===== src/rtl/dsm_pkg.sv =====
// Shared delta-sigma definitions.
// Holds the bitstream polarity mapping shared by the DAC feedback path and the
// decimator, the CIC accumulator width rule, and a saturate-to-width helper.
package dsm_pkg;

  // Bit value on the wire and the level it represents.
  typedef enum logic {
    DSM_BIT_NEG = 1'b0,
    DSM_BIT_POS = 1'b1
  } dsm_bit_e;

  localparam int DSM_LEVEL_POS = 1;
  localparam int DSM_LEVEL_NEG = -1;

  // Register growth of an order-N CIC is N*log2(R) bits, plus sign and headroom.
  function automatic int cic_acc_width(input int order, input int decim_log2);
    return 2 + order * decim_log2;
  endfunction

  // Clamp a signed value to the range of a signed 'width'-bit number.
  function automatic logic signed [63:0] sat_to_width(input logic signed [63:0] value,
                                                      input int width);
    logic signed [63:0] max_v;
    logic signed [63:0] min_v;
    max_v = (64'sd1 <<< (width - 1)) - 64'sd1;
    min_v = -max_v - 64'sd1;
    if (value > max_v) begin
      return max_v;
    end else if (value < min_v) begin
      return min_v;
    end
    return value;
  endfunction

endpackage


===== src/rtl/dsm_cic_comb.sv =====
// Single CIC comb stage: o_data = i_data - (i_data captured at the previous
// enabled cycle). Modular WIDTH-bit arithmetic; integrator wrap cancels here.
// Ports:
//   i_clk, i_rst_n : clock, synchronous active-low reset
//   i_en           : decimation event; captures i_data into the delay
//   i_data         : comb input (signed)
//   o_data         : combinational difference output (signed)
module dsm_cic_comb #(
  parameter int WIDTH = 20
) (
  input  logic                    i_clk,
  input  logic                    i_rst_n,
  input  logic                    i_en,
  input  logic signed [WIDTH-1:0] i_data,
  output logic signed [WIDTH-1:0] o_data
);

  logic signed [WIDTH-1:0] delay_q;
  logic signed [WIDTH-1:0] delay_d;

  always_comb begin
    delay_d = delay_q;
    if (i_en) begin
      delay_d = i_data;
    end
  end

  assign o_data = i_data - delay_q;

  always_ff @(posedge i_clk) begin
    if (!i_rst_n) begin
      delay_q <= '0;
    end else begin
      delay_q <= delay_d;
    end
  end

endmodule


===== src/rtl/dsm_cic_decimator.sv =====
// Order-N CIC (sinc^N) decimator for a 1-bit delta-sigma bitstream, followed
// by an arithmetic-shift scale and saturation to a DATA_WIDTH signed sample.
// Ports:
//   i_clk, i_rst_n : clock, synchronous active-low reset
//   i_en           : input bit qualifier; all state advances only when high
//   i_bitstream    : modulator bit, 1 -> +1, 0 -> -1
//   o_data         : decimated, scaled, saturated sample (held between strobes)
//   o_valid        : one-cycle strobe marking a new o_data
module dsm_cic_decimator
  import dsm_pkg::*;
#(
  parameter int DATA_WIDTH = 16,
  parameter int CIC_ORDER  = 3,
  parameter int DECIM_LOG2 = 6,
  parameter int ACC_WIDTH  = cic_acc_width(CIC_ORDER, DECIM_LOG2)
) (
  input  logic                         i_clk,
  input  logic                         i_rst_n,
  input  logic                         i_en,
  input  logic                         i_bitstream,
  output logic signed [DATA_WIDTH-1:0] o_data,
  output logic                         o_valid
);

  // Full-scale CIC output is R^N = 2^(N*log2 R); shift it down to the sample MSB.
  localparam int SHIFT    = CIC_ORDER * DECIM_LOG2 - (DATA_WIDTH - 1);
  localparam int SETTLE_W = $clog2(CIC_ORDER + 1);

  localparam logic [DECIM_LOG2-1:0] CNT_LAST    = '1;
  localparam logic [SETTLE_W-1:0]   SETTLE_DONE = SETTLE_W'(CIC_ORDER);

  logic signed [ACC_WIDTH-1:0]  x;
  logic signed [ACC_WIDTH-1:0]  integ_q [CIC_ORDER];
  logic signed [ACC_WIDTH-1:0]  integ_d [CIC_ORDER];
  logic        [DECIM_LOG2-1:0] cnt_q;
  logic        [DECIM_LOG2-1:0] cnt_d;
  logic        [SETTLE_W-1:0]   settle_q;
  logic        [SETTLE_W-1:0]   settle_d;
  logic signed [DATA_WIDTH-1:0] o_data_q;
  logic signed [DATA_WIDTH-1:0] o_data_d;
  logic                         o_valid_q;
  logic                         o_valid_d;
  logic                         dec_event;
  logic signed [ACC_WIDTH-1:0]  comb_chain [CIC_ORDER+1];
  logic signed [ACC_WIDTH-1:0]  scaled;

  assign x = (dsm_bit_e'(i_bitstream) == DSM_BIT_POS) ? ACC_WIDTH'(DSM_LEVEL_POS)
                                                       : ACC_WIDTH'(DSM_LEVEL_NEG);

  assign dec_event = i_en && (cnt_q == CNT_LAST);

  // Comb chain runs at the decimated rate, fed by the last integrator's register.
  assign comb_chain[0] = integ_q[CIC_ORDER-1];

  for (genvar k = 0; k < CIC_ORDER; k++) begin : g_comb
    dsm_cic_comb #(
      .WIDTH (ACC_WIDTH)
    ) u_comb (
      .i_clk   (i_clk),
      .i_rst_n (i_rst_n),
      .i_en    (dec_event),
      .i_data  (comb_chain[k]),
      .o_data  (comb_chain[k+1])
    );
  end

  assign scaled = comb_chain[CIC_ORDER] >>> SHIFT;

  always_comb begin
    // NOTE: every variable gets a default before any branch, so no path leaves
    // it unassigned and no latch is inferred.
    integ_d   = integ_q;
    cnt_d     = cnt_q;
    settle_d  = settle_q;
    o_data_d  = o_data_q;
    o_valid_d = 1'b0;

    if (i_en) begin
      // Each stage reads the previous stage's registered value: one cycle of
      // delay per stage. Wrap-around is intentional; the combs undo it.
      integ_d[0] = integ_q[0] + x;
      for (int k = 1; k < CIC_ORDER; k++) begin
        integ_d[k] = integ_q[k] + integ_q[k-1];
      end
      cnt_d = cnt_q + 1'b1;
    end

    // The first CIC_ORDER events only fill the comb delays.
    if (dec_event) begin
      if (settle_q == SETTLE_DONE) begin
        o_valid_d = 1'b1;
        o_data_d  = DATA_WIDTH'(sat_to_width(64'(scaled), DATA_WIDTH));
      end else begin
        settle_d = settle_q + 1'b1;
      end
    end
  end

  always_ff @(posedge i_clk) begin
    // NOTE: sequential state uses non-blocking assignments so every flop
    // samples pre-edge values regardless of statement order.
    if (!i_rst_n) begin
      for (int k = 0; k < CIC_ORDER; k++) begin
        integ_q[k] <= '0;
      end
      cnt_q     <= '0;
      settle_q  <= '0;
      o_data_q  <= '0;
      o_valid_q <= 1'b0;
    end else begin
      integ_q   <= integ_d;
      cnt_q     <= cnt_d;
      settle_q  <= settle_d;
      o_data_q  <= o_data_d;
      o_valid_q <= o_valid_d;
    end
  end

  assign o_data  = o_data_q;
  assign o_valid = o_valid_q;

endmodule


===== config.mk =====
export PLATFORM = sky130hd
export DESIGN_NAME = dsm_cic_decimator
export DESIGN_NICKNAME = d
export VERILOG_FILES = /design/src/rtl/dsm_pkg.sv /design/src/rtl/dsm_cic_comb.sv /design/src/rtl/dsm_cic_decimator.sv
export SDC_FILE = /design/constraint.sdc
export NUM_CORES = 1
export LEC_CHECK = 0
export BUFFER_PORTS_ARGS = -buffer_cell sky130_fd_sc_hd__buf_2
export CAP_MARGIN = 20
export CORE_AREA = 2 2 147 149
export CTS_BUF_LIST = sky130_fd_sc_hd__clkbuf_4 sky130_fd_sc_hd__clkbuf_8
export DETAILED_ROUTE_END_ITERATION = 12
export DIE_AREA = 0 0 149 151
export GPL_TIMING_DRIVEN = 1
export PLACE_DENSITY = 0.68
export SYNTH_ARGS = -nofsm -noshare
export SYNTH_HDL_FRONTEND = slang
export SYNTH_SLANG_ARGS = --single-unit

===== constraint.sdc =====
create_clock -name i_clk -period 5.1 [get_ports i_clk]
set_input_delay 0.255 -clock i_clk [delete_from_list [all_inputs] [get_ports i_clk]]
set_output_delay 0.255 -clock i_clk [all_outputs]
set_load 0.05 [all_outputs]

; ---- Word level (Yosys, flattened, before mapping)
; Index checks and enable logic that the tools add are counted.
[op_classes]
eq_ne = 2
muxes = 9
n_bitwise = 1
n_reduce_logical = 4
n_lt_le_gt_ge = 2
addsub = 8
[op_table]
columns = op, n
row1 = 20-bit adder, 3
row2 = 20-bit subtractor, 3
row3 = 16-bit 2-to-1 mux, 3
row4 = 20-bit 2-to-1 mux, 1
row5 = "17-bit by 16-bit > comparator with 1-bit output, second input constant", 1
row6 = "17-bit by 16-bit less-than comparator with 1-bit output, second input constant", 1
row7 = "6-bit by 1-bit adder with 6-bit output, second input constant", 1
row8 = "6-bit equality test, second input constant", 1
row9 = 2-bit AND reduction, 3
row10 = 1-bit 2-to-1 mux, 5
row11 = "2-bit by 1-bit adder with 2-bit output, second input constant", 1
row12 = "2-bit equality test, second input constant", 1
row13 = 1-bit logical AND, 1
row14 = 1-bit NOT, 1
[word_totals]
reg_bits = 145
in_bits = 4
elab_cells = 36

; ---- Depth between registers and ports, before layout
[logic_depth]
ltp_word = 9
mapped_depth = 31
mapped_depth_nobuf = 30

; ---- Hierarchy
; From an unflattened synthesis, not the netlist that was laid out.
[unflattened]
cells_unflattened = 1319
hier_area_um2 = 10903.0
[modules_own_cells]
columns = module, seq_area_each_um2, instances, cells_each, area_per_inst_um2
row1 = dsm_cic_decimator, 1701.6, 1, 704, 5854.4
row2 = dsm_cic_comb, 400.4, 3, 205, 1682.9

; ---- Least setup slack after synthesis
; No wires, ideal clock.
[synth_path]
kind = reg2reg
startpoint = register integ_q (netlist bit comb_chain[60])
endpoint = register o_data_q[11] (netlist: o_data[11])
t_arrival_ps = 5401
setup_slack_ps = -421
stages_incl_launch_ff = 29
period_less_slack_ps = 5521
path_cell_list = dfxtp_1 > inv_1 > ha_1 > inv_1 > fa_1 > a21o_1 > a21oi_1 > nor2_1 > o21a_1 > nor2_1 > xnor2_1 > ha_1 > nor3_1 > and3_1 > o31a_1 > xnor2_1 > ha_1 > and2_1 > a311oi_1 > a211oi_1 > nand4_1 > nand4b_1 > o31ai_1 > o21ai_0 > xnor3_2 > or2_4 > buf_6 > a221oi_2 > nor2b_1
[synth_lines]
columns = item, line_no
row1 = start: declaration, dsm_cic_decimator.sv:33  ; logic signed [ACC_WIDTH-1:0] integ_q [CIC_ORDER];
row2 = start signal: assignment, dsm_cic_decimator.sv:111  ; integ_q <= integ_d;
row3 = end signal: assignment, dsm_cic_decimator.sv:114  ; o_data_q <= o_data_d;
row4 = end: declaration, dsm_cic_decimator.sv:39  ; logic signed [DATA_WIDTH-1:0] o_data_q;

==> impl_metrics.yaml <==
status:
  outcome: "complete, but fails checks"
  violations: "setup timing"
final_layout:
  num_antenna_cells: 0
  area_growth_pct: 17.9
  finalNetCount: 1467
  drive_gt1_share_pct: 16.9
  postLayoutCellArea_sq_um: 12100
  finalNonFillerCells: 1632
worst_setup_path:
  crit_slowest_cell: "o41a_1"
  required_ps: 5450
  max_stage_delay_ps: 460
  endpoint_kind: "register"
  cp_max_fo: 5
  rr_worst_depth: 28
  rr_startpoint: "comb_chain[60]$_SDFFE_PN0P_"
  crit_top_cell: "o21a_1"
  arrival_ps: 5730
  critPathLaunchType: "register"
  reg2reg_slack_ps: -280
  r2r-end: "o_data[1]$_SDFFE_PN0P_"
  worst-setup-path-type: "register to register"
clock_network:
  cts_buffer_depth: 2
  cts.sinks: 145
  cts_buffers: 17
  clockRootBuffer: "clkbuf_8"
  clkTransAtPathRegs_ps: 80
  cts_tree: "done"
  clk_latency_ps: 460
  cts_hold_buf: 0
  h-tree-depth: 4
timing:
  rsz0062_at_grt: "true"
  min_period_ps: 5380
  worst_slack_ps: -278
  fin_crit_sh_pct: 105
  clock.fmax_ghz: 0.186
  tightest_slew_ps: 959
  setup_violations: 16
  slew_violations: 0
  skew_ps: 12.8
  relSlewSlack_pct: 36.0
  tns_ps: -3340
  finalHoldViolCount: 0
floorplan:
  die_w_um: 149
  rows: 53
  die_area_sq_um: 22500
  ioPinCount: 21
  coreArea_sq_um: 20800
  die_h_um: 151
  initial_core_util_pct: 49.4
yosys:
  synth.area.top_cells: "dfxtp_1 28%, ha_1 14%, xnor2_1 6.0%, nand2_1 5.8%, mux2i_1 4.9%"
  syn-num-nets: 1365
  ys_ff_latch: 145
  netlist_area_sq_um: 10300
  synth_top_area_share_pct: 28.2
  synth.most_common_cell: "nand2_1"
  synthArstFlopShare_pct: 0
  synth_area_leader_cell: "dfxtp_1"
  synthFlopType: "dfxtp_1"
  avgSynthCellArea_sq_um: 8.29
  ys_types: 62
  synthCells: 1242
  yosys_warnings: 0
  ys_seq_area_share_pct: 28.2
  synthTopCellsByCount: "160 x nand2_1, 145 x dfxtp_1, 114 x ha_1"
  synth-edff-count: 0
drt:
  post_drt_via_cell_ratio: 5.25
  post_drt_wl_per_cell_um: 13.5
  wirelength_mm: 22.0
  dr_total_vias: 8567
  dr.pass1.iters: 5
  ant_nets: 0
  drt_iter0_drc: 317
  drc: 0
hold_path:
  holdPathEnd: "comb_chain[61]$_SDFFE_PN0P_"
  min_from: "i_en"
  hp-class: "input pin to register"
  holdPathStages: 3
global_routing:
  grt_pass1_vias: 8009
  antenna_found_initial: 0
  grt_use_met1_pct: 22.8
  grtUsageMet2_pct: 37.6
  met3_usage_pct: 3.64
  grt_pass1_wl_mm: 36.5
  overflow: 0
  grt_max_degree: 107
  track_usage_pct: 19.7
  grt_most_used_layer: "met2"
placement:
  place.gp.congestion: 0.797
  dpl-instance-area_sq_um: 11200
  io_buffers: 20
  post-dp-hpwl_mm: 15.4
  place_ws_ps: -262
  dp.cells: 1574
run:
  drv_cap: 0
power_and_ir_drop:
  p_sw_share_pct: 41.5
  powerDensity_nw_per_um2: 797
  p_sw_uw: 4010
  clkPwrFrac_pct: 12.0
  vdd_drop_max_v: 0.000723
  seqPwrFrac_pct: 13.2
  p_leak_uw: 0.00542
  cellInternalPower_uw: 5660
  p_comb_share_pct: 74.8
-- cells by family after synthesis --
| group | synth area share, % |
|---|---|
| simple gates | 18.6 |
| buf+inv | 4.97 |
| xor+xnor | 8.73 |
| flops | 28.2 |
| mux | 4.86 |
| compound gates | 19.8 |
| fa+ha+maj | 14.8 |
-- metal layers --
| metal | vias to the layer above | wire length [um] | part of all wire, % |
|---|---|---|---|
| met1 | 3971 | 10000 | 46 |
| li1 | 4497 | - | - |
| met4 | 0 | 193 | 0.88 |
| met2 | 84 | 11300 | 51 |
| met5 | - | 0 | 0 |
| met3 | 15 | 462 | 2.1 |
-- layout make-up --
| class | count | area, sq um |
|---|---|---|
| Inverter | 90 | 338 |
| Clock inverter | 9 | 198 |
| Timing Repair Buffer | 123 | 890 |
| Fill cell | 1862 | 8690 |
| Clock buffer | 23 | 317 |
| Sequential cell | 145 | 2910 |
| Multi-Input combinational cell | 967 | 7140 |
| Tap cell | 275 | 344 |
-- worst max-delay path by stage --
stage / from / to / cells past startpoint
after floorplan: comb_chain[60]$_SDFFE_PN0P_ / o_data[11]$_SDFFE_PN0P_ / 31
after global placement: comb_chain[60]$_SDFFE_PN0P_ / o_data[4]$_SDFFE_PN0P_ / 30
after detailed placement: comb_chain[60]$_SDFFE_PN0P_ / o_data[0]$_SDFFE_PN0P_ / 30
after CTS: comb_chain[60]$_SDFFE_PN0P_ / o_data[0]$_SDFFE_PN0P_ / 30
after global routing: comb_chain[60]$_SDFFE_PN0P_ / o_data[14]$_SDFFE_PN0P_ / 31
final: comb_chain[60]$_SDFFE_PN0P_ / o_data[1]$_SDFFE_PN0P_ / 28
-- state kept, by name (all words and copies together), names as in the netlist --
signal and cells:
g_comb.u_comb.delay_q 60, integ_q 40, comb_chain 20, o_data 16
cnt_q 6, settle_q 2, o_valid 1
-- cells in the final DEF (no fill, tap or decap), types with 13 or more instances in the layout --
master,count
nand2_1,159
dfxtp_1,143
ha_1,111
buf_4,102
inv_1,87
nor2b_1,71
a21oi_1,69
xnor2_1,67
nor2_1,59
a21boi_0,54
mux2i_1,50
o21ai_0,35
a21o_1,28
xor2_1,26
clkbuf_8,23
nand3_1,20
buf_2,18
o211a_1,15
nor3_1,14
o21a_1,13
-- per-stage QoR --
stage               total power (uW)  util, %  hold slack (ps)
floorplan                       5070        -              443
global placement                6750     53.9              450
detailed placement              6850     53.9              457
CTS                             8660     57.1              268
global route                   10400     58.3              289
finish                          9670     58.3              292
-- worst max-delay path: cells and delay by family, from the launching register on --
| kind | cells | cell delay, ps |
|---|---|---|
| compound gates | 12 | 2170 |
| simple gates | 5 | 590 |
| flops | 1 | 330 |
| xor+xnor | 3 | 710 |
| buf+inv | 4 | 330 |
| fa+ha+maj | 4 | 1150 |
-- power groups by stage --
stage	sequential, uW	combinational (uW)	clock (uW)
floorplan	1280	3790	0
global placement	1300	5440	0
detailed placement	1310	5540	0
CTS	1280	6190	1190
global route	1290	7890	1230
finish	1280	7230	1160
-- timing repair --
| action | CTS | global route |
|---|---|---|
| gates resized for setup | 16 | 44 |
| setup endpoints to repair | 14 | 16 |
| buffers inserted | 15 | 10 |
| pin swaps | 17 | 50 |
| gates cloned | 1 | 1 |
No activity file was read; power rests on OpenSTA's default activity.
